<file path="config.mk">
export PLATFORM = sky130hd
export DESIGN_NAME = control_unit_flat
export DESIGN_NICKNAME = d
export VERILOG_FILES = /design/src/rtl/control_unit_if.sv /design/src/rtl/control_unit.sv /design/src/flat_wrapper.sv
export SDC_FILE = /design/constraint.sdc
export NUM_CORES = 1
export LEC_CHECK = 0
export ABC_AREA = 1
export CORE_UTILIZATION = 42
export DETAILED_ROUTE_END_ITERATION = 10
export PLACE_DENSITY = 0.84
export SKIP_CTS_REPAIR_TIMING = 1
export SLEW_MARGIN = 20
export SYNTH_ARGS = -nofsm -noshare
export SYNTH_HDL_FRONTEND = slang
export SYNTH_SLANG_ARGS = --single-unit
</file>
<file path="constraint.sdc">
create_clock -name clk -period 2 [get_ports clk]
set_clock_uncertainty 0.2 [all_clocks]
set_input_delay 0.6 -clock clk [delete_from_list [all_inputs] [get_ports clk]]
set_output_delay 0.6 -clock clk [all_outputs]
set_load 0.1 [all_outputs]
</file>
<file path="src/rtl/control_unit_if.sv">
// rtl/control_unit_if.sv - instruction fetch bus between sequencer and instruction memory
interface control_unit_if #(
   parameter int PC_W = 8
);
   logic            imem_req;
   logic [PC_W-1:0] imem_addr;
   logic            imem_ack;
   logic [15:0]     instr;

   modport master (output imem_req, imem_addr, input imem_ack, instr);
   modport slave  (input imem_req, imem_addr, output imem_ack, instr);
endinterface

</file>
<file path="src/rtl/control_unit.sv">
// rtl/control_unit.sv - multi-cycle fetch/decode/exec/wb sequencer driving the RF + ALU datapath
module control_unit #(
   parameter int              PC_W     = 8,
   parameter logic [PC_W-1:0] RESET_PC = '0
) (
   input  logic                 clk,
   input  logic                 rst,
   control_unit_if.master       imem,
   input  logic                 N,
   input  logic                 Z,
   input  logic                 V,
   input  logic                 C,
   output logic                 RF_en,
   output logic [2:0]           RF_addr,
   output logic [2:0]           read_A,
   output logic [2:0]           read_B,
   output logic                 add_or_sub,
   output logic                 out_imm,
   output logic [15:0]          ext_B_data,
   output logic                 LHI,
   output logic                 LLI,
   output logic                 ctro_outR,
   output logic                 halted,
   output logic                 illegal
);
   typedef enum logic [2:0] {S_FETCH, S_DECODE, S_EXEC, S_WB, S_HALT} state_t;

   localparam logic [4:0] OP_NOP  = 5'b00000;
   localparam logic [4:0] OP_ADD  = 5'b00001;
   localparam logic [4:0] OP_SUB  = 5'b00010;
   localparam logic [4:0] OP_ADDI = 5'b00011;
   localparam logic [4:0] OP_SUBI = 5'b00100;
   localparam logic [4:0] OP_LHI  = 5'b00101;
   localparam logic [4:0] OP_LLI  = 5'b00110;
   localparam logic [4:0] OP_OUT  = 5'b00111;
   localparam logic [4:0] OP_BZ   = 5'b01000;
   localparam logic [4:0] OP_JMP  = 5'b01001;
   localparam logic [4:0] OP_HALT = 5'b11111;

   state_t          state, state_nxt;
   logic [PC_W-1:0] pc, pc_nxt;
   logic [15:0]     ir;
   logic [3:0]      flags;
   logic            ir_load, flag_load, set_halt, set_illegal;

   logic [4:0] op;
   logic [7:0] imm8;
   logic [PC_W-1:0] br_target;

   assign op        = ir[15:11];
   assign imm8      = ir[7:0];
   assign br_target = pc + PC_W'($signed(imm8));
   assign imem.imem_addr = pc;

   always_ff @(posedge clk or posedge rst) begin
      if (rst) begin
         state   <= S_FETCH;
         pc      <= RESET_PC;
         ir      <= '0;
         flags   <= '0;
         halted  <= 1'b0;
         illegal <= 1'b0;
      end else begin
         state <= state_nxt;
         pc    <= pc_nxt;
         if (ir_load)     ir      <= imem.instr;
         if (flag_load)   flags   <= {N, Z, V, C};
         if (set_halt)    halted  <= 1'b1;
         if (set_illegal) illegal <= 1'b1;
      end
   end

   always_comb begin
      state_nxt     = state;
      pc_nxt        = pc;
      imem.imem_req = 1'b0;
      RF_en         = 1'b0;
      ctro_outR     = 1'b0;
      ir_load       = 1'b0;
      flag_load     = 1'b0;
      set_halt      = 1'b0;
      set_illegal   = 1'b0;
      case (state)
         S_FETCH: begin
            imem.imem_req = ~rst;
            if (imem.imem_ack) begin
               ir_load   = 1'b1;
               pc_nxt    = pc + 1'b1;
               state_nxt = S_DECODE;
            end
         end
         S_DECODE: state_nxt = S_EXEC;
         S_EXEC: begin
            state_nxt = S_FETCH;
            case (op)
               OP_ADD, OP_SUB, OP_ADDI, OP_SUBI: begin
                  flag_load = 1'b1;
                  state_nxt = S_WB;
               end
               OP_LHI, OP_LLI: state_nxt = S_WB;
               OP_OUT:         ctro_outR = 1'b1;
               OP_BZ:          if (flags[2]) pc_nxt = br_target;
               OP_JMP:         pc_nxt = br_target;
               OP_HALT: begin
                  set_halt  = 1'b1;
                  state_nxt = S_HALT;
               end
               OP_NOP:  ;
               default: set_illegal = 1'b1;
            endcase
         end
         S_WB: begin
            RF_en     = 1'b1;
            state_nxt = S_FETCH;
         end
         default: state_nxt = S_HALT;
      endcase
   end

   // Datapath controls decode straight from IR, so they change only when IR reloads at the start of DECODE.
   always_comb begin
      read_A     = ir[7:5];
      read_B     = ir[4:2];
      RF_addr    = ir[10:8];
      add_or_sub = (op == OP_SUB) || (op == OP_SUBI);
      out_imm    = (op == OP_ADDI) || (op == OP_SUBI) || (op == OP_LHI) || (op == OP_LLI);
      LHI        = (op == OP_LHI);
      LLI        = (op == OP_LLI);
      ext_B_data = '0;
      if ((op == OP_ADDI) || (op == OP_SUBI))
         ext_B_data = {{11{ir[4]}}, ir[4:0]};
      else if ((op == OP_LHI) || (op == OP_LLI))
         ext_B_data = {8'h00, imm8};
   end
endmodule

</file>
<file path="src/flat_wrapper.sv">
// flat-port wrapper written by rule: the top's interface ports become plain ports
module control_unit_flat 
#(
   parameter int              PC_W     = 8,
   parameter logic [PC_W-1:0] RESET_PC = '0
)
  (clk, rst, N, Z, V, C, RF_en, RF_addr, read_A, read_B, add_or_sub, out_imm, ext_B_data, LHI, LLI, ctro_outR, halted, illegal, imem_imem_req, imem_imem_addr, imem_imem_ack, imem_instr);
  control_unit_if #(.PC_W(PC_W)) imem_i ();
  input  logic clk;
  input  logic rst;
  input  logic N;
  input  logic Z;
  input  logic V;
  input  logic C;
  output logic RF_en;
  output logic [2:0] RF_addr;
  output logic [2:0] read_A;
  output logic [2:0] read_B;
  output logic add_or_sub;
  output logic out_imm;
  output logic [15:0] ext_B_data;
  output logic LHI;
  output logic LLI;
  output logic ctro_outR;
  output logic halted;
  output logic illegal;
  output wire logic [$bits(imem_i.imem_req)-1:0] imem_imem_req;
  output wire logic [$bits(imem_i.imem_addr)-1:0] imem_imem_addr;
  input wire logic [$bits(imem_i.imem_ack)-1:0] imem_imem_ack;
  input wire logic [$bits(imem_i.instr)-1:0] imem_instr;
  assign imem_imem_req = imem_i.imem_req;
  assign imem_imem_addr = imem_i.imem_addr;
  assign imem_i.imem_ack = imem_imem_ack;
  assign imem_i.instr = imem_instr;
  control_unit #(.PC_W(PC_W), .RESET_PC(RESET_PC)) u_core (.clk(clk), .rst(rst), .imem(imem_i), .N(N), .Z(Z), .V(V), .C(C), .RF_en(RF_en), .RF_addr(RF_addr), .read_A(read_A), .read_B(read_B), .add_or_sub(add_or_sub), .out_imm(out_imm), .ext_B_data(ext_B_data), .LHI(LHI), .LLI(LLI), .ctro_outR(ctro_outR), .halted(halted), .illegal(illegal));
endmodule
</file>
==> flow_summary.yaml, run 1 <==
outcome:
  status: "finished with violations"
  violations: "negative setup slack"
die:
  io_pins: 65
  core_region_area_um2: 4470
  initial_core_util_pct: 44.8
  die_w_um: 71.1
  num_rows: 24
  dieHeight_um: 71.1
  dieArea_um2: 5050
placed_design:
  preCtsSetupSlack_ps: -265
  placedCellCount: 391
  postPlaceCellArea_um2: 3400
  gp_congestion: 0.900
  dp_hpwl_mm: 4.06
  io_buffers: 61
worst_setup_path:
  cp.required_ps: 1200
  crit_path_end_kind: "output port"
  crit_slowest_cell: "dfrtp_2"
  path_buf_inv: 4
  critPathMaxFanout: 8
  critPathTopFamily: "buffers and inverters"
  start_kind: "register"
  critPathMaxStageDelay_ps: 440
  critPathKind: "reg2out"
  crit_chain: "inv_2 -> nand2_1 -> nor2_2 -> nand2_1 -> nand2_2 -> nand2_4 -> clkinvlp_4 -> buf_12 -> buf_12"
  arrival_ps: 1720
cts:
  cts.sinks: 30
  clk_pin_slew_ps: 70
  insertion_delay_ps: 300
  cts_tree: "done"
  cts.htree.levels: 2
  cts_made_buffers: 5
  cts_root_buf: "clkbuf_8"
  clk_path_buf_depth: 2
timing:
  maxSlewViolCount: 0
  finalHoldViolCount: 0
  rsz0062_at_grt: "yes"
  min_period_over_period_pct: 126
  fin_ws_ps: -516
  final-setup-viol-count: 28
  worst-slew-pin-transition_ps: 326
  max_slew_margin_pct: 78.0
  period_needed_ps: 2520
  fmax_mhz: 398
global_routing:
  overflow: 0
  grt_usage_pct: 24.0
  grt_pass1_vias: 2070
  grt_pass1_wl_mm: 9.31
  grt_max_degree: 31
  antenna_found_initial: 0
routing:
  postRouteWirelength_mm: 6.94
  vias: 2159
  routedWlPerCell_um: 16.9
  drtIter0Drc: 187
  detail_route.vias_per_cell: 5.27
  first_pass_iters: 6
  drtAntennaViolNets: 0
  drc: 0
layout:
  layout_common_cells: "buf_12, nand2_1, buf_4, inv_1, clkdlybuf4s50_1"
  syn_to_final_growth_pct: 91.8
  n_antenna_cell: 0
  final_area_um2: 3840
  drive_above_1_share_pct: 55.9
  utilization_pct: 85.9
  final_common_cell: "buf_12"
  nNetsFinal: 388
  layout.cells.non_filler: 410
synthesis:
  synth_seq_cells: 30
  synth_nets: 292
  ys_warn_count: 0
  ys_seq_area_share_pct: 37.5
  syn_area_um2: 2000
  synth.distinct_cells: 29
  syn_avg_cell_area_um2: 7.67
  syn_inst: 261
flow_run:
  cap_violations: 0
min_path:
  hp-class: "reg2reg"
metal layers:
layer | track usage, % | up-vias | routed length, um
met4 | 8.22 | 0 | 216
li1 | - | 989 | -
met5 | 0 | - | 0
met1 | 27.2 | 1049 | 2740
met3 | 5.56 | 25 | 329
met2 | 44.2 | 96 | 3650
flip-flops by register name, indices dropped and copies added, names as in the netlist:
register	count
u_core.state	3
u_core.flags	1
u_core.ir	16
u_core.imem.imem_addr	8
u_core.halted	1
u_core.illegal	1
tightest hold or removal path, stage by stage (launching register included):
cell,delay (ps)
dfrtp_1,390
inv_1,50
nand2_1,50
final cells by class:
type                    count  area [um2]
flip-flops and latches     30         768
repair buffers            109        1490
multi-input cells         169        1260
clock buffers               7        86.3
well taps                  52        65.1
clock inverters             1        5.00
inverters                  42         173
fillers                   176         633
kinds of logic (layout without fill, tap and decap cells):
kind of cell | after synthesis | count (layout) | share of synthesized area (%)
compound gates | 30 | 30 | 10.9
xor+xnor | 3 | 3 | 1.31
fa+ha+maj | 8 | 8 | 5.37
buf+inv | 62 | 159 | 16.0
flops | 30 | 30 | 37.5
mux | 3 | 3 | 2.25
simple gates | 125 | 125 | 26.7
worst paths after layout:
| check | endpoint | cells after the start | slack (ps) | start |
|---|---|---|---|---|
| min | u_core.halted | 2 | 330 | u_core.halted |
| max reg2reg | u_core.imem.imem_addr[6] | 12 | -230 | u_core.state[2] |
| min in group asynchronous | u_core.illegal | 3 | 530 | rst |
| max | ext_B_data[8] | 9 | -520 | u_core.ir[14] |
| max in group asynchronous | u_core.imem.imem_addr[4] | 3 | 880 | rst |
| min reg2reg | u_core.halted | 2 | 330 | u_core.halted |
through the flow:
stage / hold WS, ps / TNS, ps
2_1_floorplan: 243 / -8700
3_3_place_gp: 261 / -2660
3_5_place_dp: 276 / -3650
4_1_cts: 294 / -10810
5_1_grt: 366 / -12760
6_report: 329 / -10450
cells in the mapped netlist:
cell      number  area, um2
mux2_4         3       45.0
nand2_2        1       6.26
a21oi_2       11       96.3
xnor2_1        1       8.76
o21ai_2        4       35.0
o21bai_1       1       7.51
o211ai_1       1       7.51
nor2_1        42        158
ha_1           7       87.6
a21oi_1        7       35.0
o311ai_0       1       8.76
buf_4         16        120
nand3b_1       1       7.51
nand2_1       56        210
clkinv_4       1       8.76
nand4_1        5       31.3
nand3_1       14       70.1
dfrtp_1       30        751
nand2_4        1       11.3
nor2_4         2       22.5
fa_1           1       20.0
clkbuf_1       1       3.75
inv_1         39        146
or2_2          3       18.8
inv_2          2       7.51
xor2_1         2       17.5
a21o_1         1       7.51
buf_6          3       33.8
o21ai_0        4       20.0
Power of run 1 is not shown: default switching activity piles up to over one toggle a cycle in this logic, so the estimate is an artifact.
==> inputs of run 2 (changes only) <==
Settings changed: GPL_ROUTABILITY_DRIVEN from default to 0, GPL_TIMING_DRIVEN from default to 1.
==> run 2 against run 1 <==
Net effect: the run ends with design-rule violations, negative setup slack left; cell area increased by 3.8%; flip-flop and latch count is the same; fmax fell by 1.5%; first-iteration DRC count is 40% higher; critical path type unchanged.
==> flow_summary.yaml, run 2 (synthesis results as in run 1) <==
layout:
  largest_reg_flops: 16
  final_common_cell: "buf_12"
  regMostFlops: "u_core.ir"
  n_antenna_cell: 0
  syn_to_final_growth_pct: 99.1
  drive_above_1_share_pct: 57.3
  nNetsFinal: 395
  layout_common_cells: "buf_12, nand2_1, buf_4, inv_1"
timing:
  finalSetupTns_ps: -11830
  maxSlewViolCount: 0
  worst-slew-pin-transition_ps: 353
  fin_ws_ps: -553
  final-setup-viol-count: 29
  fmax_mhz: 392
  rsz0062_at_grt: "yes"
  min_period_over_period_pct: 128
  period_needed_ps: 2550
  finalHoldViolCount: 0
  max_slew_margin_pct: 76.1
worst_setup_path:
  critPathKind: "reg2out"
  critPathMaxStageDelay_ps: 420
  arrival_ps: 1750
  cp.required_ps: 1200
  start_kind: "register"
  critPathMaxFanout: 4
  crit_chain: "inv_2 -> nor2_2 -> inv_2 -> a21oi_4 -> nor2_2 -> buf_4 -> nor2_4 -> buf_12"
  crit_slowest_cell: "dfrtp_2"
  crit_path_end_kind: "output port"
global_routing:
  overflow: 0
  use_met1_pct: 27.3
  grt_util_met3_pct: 6.55
  grt_usage_pct: 24.5
  grt_pass1_vias: 2042
  use_met2_pct: 44.2
  grt-busiest-layer: "met2"
  antenna_found_initial: 0
  grt_max_degree: 31
  grt_pass1_wl_mm: 9.37
die:
  core_region_area_um2: 4470
  die_w_um: 71.1
  dieHeight_um: 71.1
  dieArea_um2: 5050
  num_rows: 24
  io_pins: 65
  initial_core_util_pct: 44.8
routing:
  detail_route.vias_per_cell: 5.77
  drtAntennaViolNets: 0
  vias: 2405
  postRouteWirelength_mm: 8.39
  drc: 5
  drtIter0Drc: 261
  routedWlPerCell_um: 20.1
  first_pass_iters: 11
flow_run:
  cap_violations: 0
outcome:
  status: "finished with violations"
  violations: "design-rule violations, negative setup slack"
cts:
  clk_path_buf_depth: 2
  cts.sinks: 30
  cts_root_buf: "clkbuf_8"
  insertion_delay_ps: 300
  cts_tree: "done"
  cts_made_buffers: 5
  clk_pin_slew_ps: 70
  cts.htree.levels: 2
placed_design:
  io_buffers: 61
  dp_hpwl_mm: 4.37
min_path:
  hp-class: "reg2reg"
==> run 2: cell count changes in the layout (fill, tap and decap cells not counted), moves of 2 or more <==
cell and delta:
buf_12 +2, buf_4 +2, buf_6 +3, nand2_1 -3, nand2_4 +3
==> run 2: layout make-up <==
cell class / count / area, um2
Multi-Input combinational cell: 169 / 1320
Sequential cell: 30 / 768
Inverter: 42 / 173
Clock buffer: 7 / 86.3
Tap cell: 52 / 65.1
Timing Repair Buffer: 116 / 1570
Fill cell: 163 / 485
Clock inverter: 1 / 5.00
==> run 2: final timing paths <==
path / from / to / slack [ps] / depth (start not counted)
max reg2reg: u_core.state[2] / u_core.imem.imem_addr[7] / -390 / 15
max in group asynchronous: rst / u_core.imem.imem_addr[0] / 840 / 3
min reg2reg: u_core.halted / u_core.halted / 330 / 2
min in group asynchronous: rst / u_core.ir[0] / 570 / 3
max: u_core.ir[11] / ext_B_data[3] / -550 / 8
min: u_core.halted / u_core.halted / 330 / 2
==> run 2: per-stage QoR <==
stage	cell area, um2	cells	util [%]	hold slack [ps]	setup slack [ps]
floorplan	2160	261	-	243	-568
CTS	3500	400	78.2	285	-602
finish	3990	417	89.1	331	-553
global placement	3410	392	76.2	261	-189
global route	3990	417	89.1	373	-597
detailed placement	3410	392	76.2	268	-254
==> run 2: metal layers <==
metal / up-vias / wire [um]
li1: 1002 / -
met1: 1159 / 2980
met2: 182 / 4250
met3: 62 / 633
met4: 0 / 517
met5: - / 0
==> run 2: worst max-delay path: cells and delay by family, from the launching register on <==
family	cells	cell delay [ps]
AND/OR/NAND/NOR	3	300
flip-flops	1	420
buffers and inverters	4	490
AO/OA/AOI/OAI	1	230
Power of run 2 is left out for the same reason.
==> inputs of run 3 (changes only) <==
Settings changed: SKIP_LAST_GASP from default to 1.
==> run 3 against run 2 <==
Net effect: the run still ends with design-rule violations, negative setup slack left; cell count unchanged; first-iteration DRC count grew 18%; largest cell class unchanged; flip-flop and latch count unchanged; worst hold slack got worse by 20 ps; die area is the same; wire length fell by 2.7%; clock-buffer cell count unchanged; critical path depth unchanged; fmax is 2.4% higher.
==> flow_summary.yaml, run 3 (synthesis results as in run 1) <==
outcome:
  status: "finished with violations"
  violations: "design-rule violations, negative setup slack"
die:
  initial_core_util_pct: 44.8
  dieHeight_um: 71.1
  io_pins: 65
  num_rows: 24
  die_w_um: 71.1
  dieArea_um2: 5050
  core_region_area_um2: 4470
timing:
  fin_ws_ps: -494
  max_slew_margin_pct: 75.1
  min_period_over_period_pct: 125
  period_needed_ps: 2490
  finalSetupTns_ps: -11320
  fmax_mhz: 401
  finalHoldViolCount: 0
  worst-slew-pin-transition_ps: 369
  final-setup-viol-count: 30
  rsz0062_at_grt: "yes"
  maxSlewViolCount: 0
layout:
  final_common_cell: "buf_12"
  layout_common_cells: "buf_12, nand2_1, buf_4, inv_1"
  regMostFlops: "u_core.ir"
  drive_above_1_share_pct: 57.3
  nNetsFinal: 395
  n_antenna_cell: 0
  largest_reg_flops: 16
  fillers: 177
  syn_to_final_growth_pct: 97.8
placed_design:
  io_buffers: 61
  dp_hpwl_mm: 4.37
routing:
  drc: 4
  drtIter0Drc: 309
  drtAntennaViolNets: 0
  vias: 2356
  first_pass_iters: 10
  detail_route.vias_per_cell: 5.65
  postRouteWirelength_mm: 8.16
  routedWlPerCell_um: 19.6
cts:
  clk_path_buf_depth: 2
  cts_root_buf: "clkbuf_8"
  cts_tree: "done"
  cts.sinks: 30
  cts_made_buffers: 5
  insertion_delay_ps: 300
  clk_pin_slew_ps: 70
  cts.htree.levels: 2
global_routing:
  grt_usage_pct: 24.5
  grt_max_degree: 31
  grt_pass1_wl_mm: 9.37
  grt_pass1_vias: 2042
  overflow: 0
  antenna_found_initial: 0
worst_setup_path:
  critPathMaxStageDelay_ps: 420
  crit_path_end_kind: "output port"
  critPathKind: "reg2out"
  critPathTopFamily: "buffers and inverters"
  critPathMaxFanout: 4
  crit_slowest_cell: "dfrtp_2"
  path_buf_inv: 4
  cp.required_ps: 1200
  crit_chain: "inv_2 -> nor2_2 -> inv_2 -> a21oi_4 -> nor2_2 -> buf_4 -> nor2_4 -> buf_12"
  start_kind: "register"
  arrival_ps: 1690
min_path:
  hp-class: "reg2reg"
flow_run:
  cap_violations: 0
run 3: cell counts in the layout (fill, tap and decap cells not counted):
No cell type changed its count.
run 3: per-stage QoR:
| stage | util, % | setup WS, ps | cell area [um2] | std cells | hold WS [ps] |
|---|---|---|---|---|---|
| 6_report | 88.6 | -494 | 3960 | 417 | 310 |
| 5_1_grt | 88.6 | -563 | 3960 | 417 | 329 |
| 4_1_cts | 78.2 | -602 | 3500 | 400 | 285 |
| 3_5_place_dp | 76.2 | -254 | 3410 | 392 | 268 |
| 3_3_place_gp | 76.2 | -189 | 3410 | 392 | 261 |
| 2_1_floorplan | - | -568 | 2160 | 261 | 243 |
run 3: final timing paths:
| check | start | endpoint | slack, ps | cells after the start |
|---|---|---|---|---|
| setup / recovery | u_core.ir[11] | ext_B_data[3] | -490 | 8 |
| hold / removal | u_core.flags[2] | u_core.flags[2] | 310 | 2 |
| setup reg to reg | u_core.state[2] | u_core.imem.imem_addr[6] | -400 | 13 |
| hold reg to reg | u_core.flags[2] | u_core.flags[2] | 310 | 2 |
| max in group asynchronous | rst | u_core.imem.imem_addr[4] | 850 | 3 |
| min in group asynchronous | rst | u_core.ir[0] | 560 | 3 |
run 3: worst register-to-register path: stages (launching register included):
cell and delay (ps):
dfrtp_2 430, nor2_4 170, buf_12 130, nand2_8 70
buf_12 150, nor2_4 140, inv_2 50, fa_2 370
inv_2 80, nand4_1 140, nand3_1 130, nand2_1 90
nand3_1 110, nand2_1 50
run 3: area by class of cell:
class / instances / area (um2) / area share (%)
clock buffer: 7 / 86.3 / 2.18
clock inverter: 1 / 5.00 / 0.126
inverter: 42 / 173 / 4.36
multi-input combinational: 169 / 1290 / 32.7
sequential: 30 / 768 / 19.4
tap: 52 / 65.1 / 1.64
timing repair buffer: 116 / 1570 / 39.6
run 3: routing by layer:
metal  up-vias  GRT usage [%]  wire [um]
li1       1001              -          -
met1      1153           27.3       3010
met2       154           44.2       4170
met3        48           6.55        580
met4         0           10.2        392
met5         -              0          0
Power of run 3 is left out for the same reason.
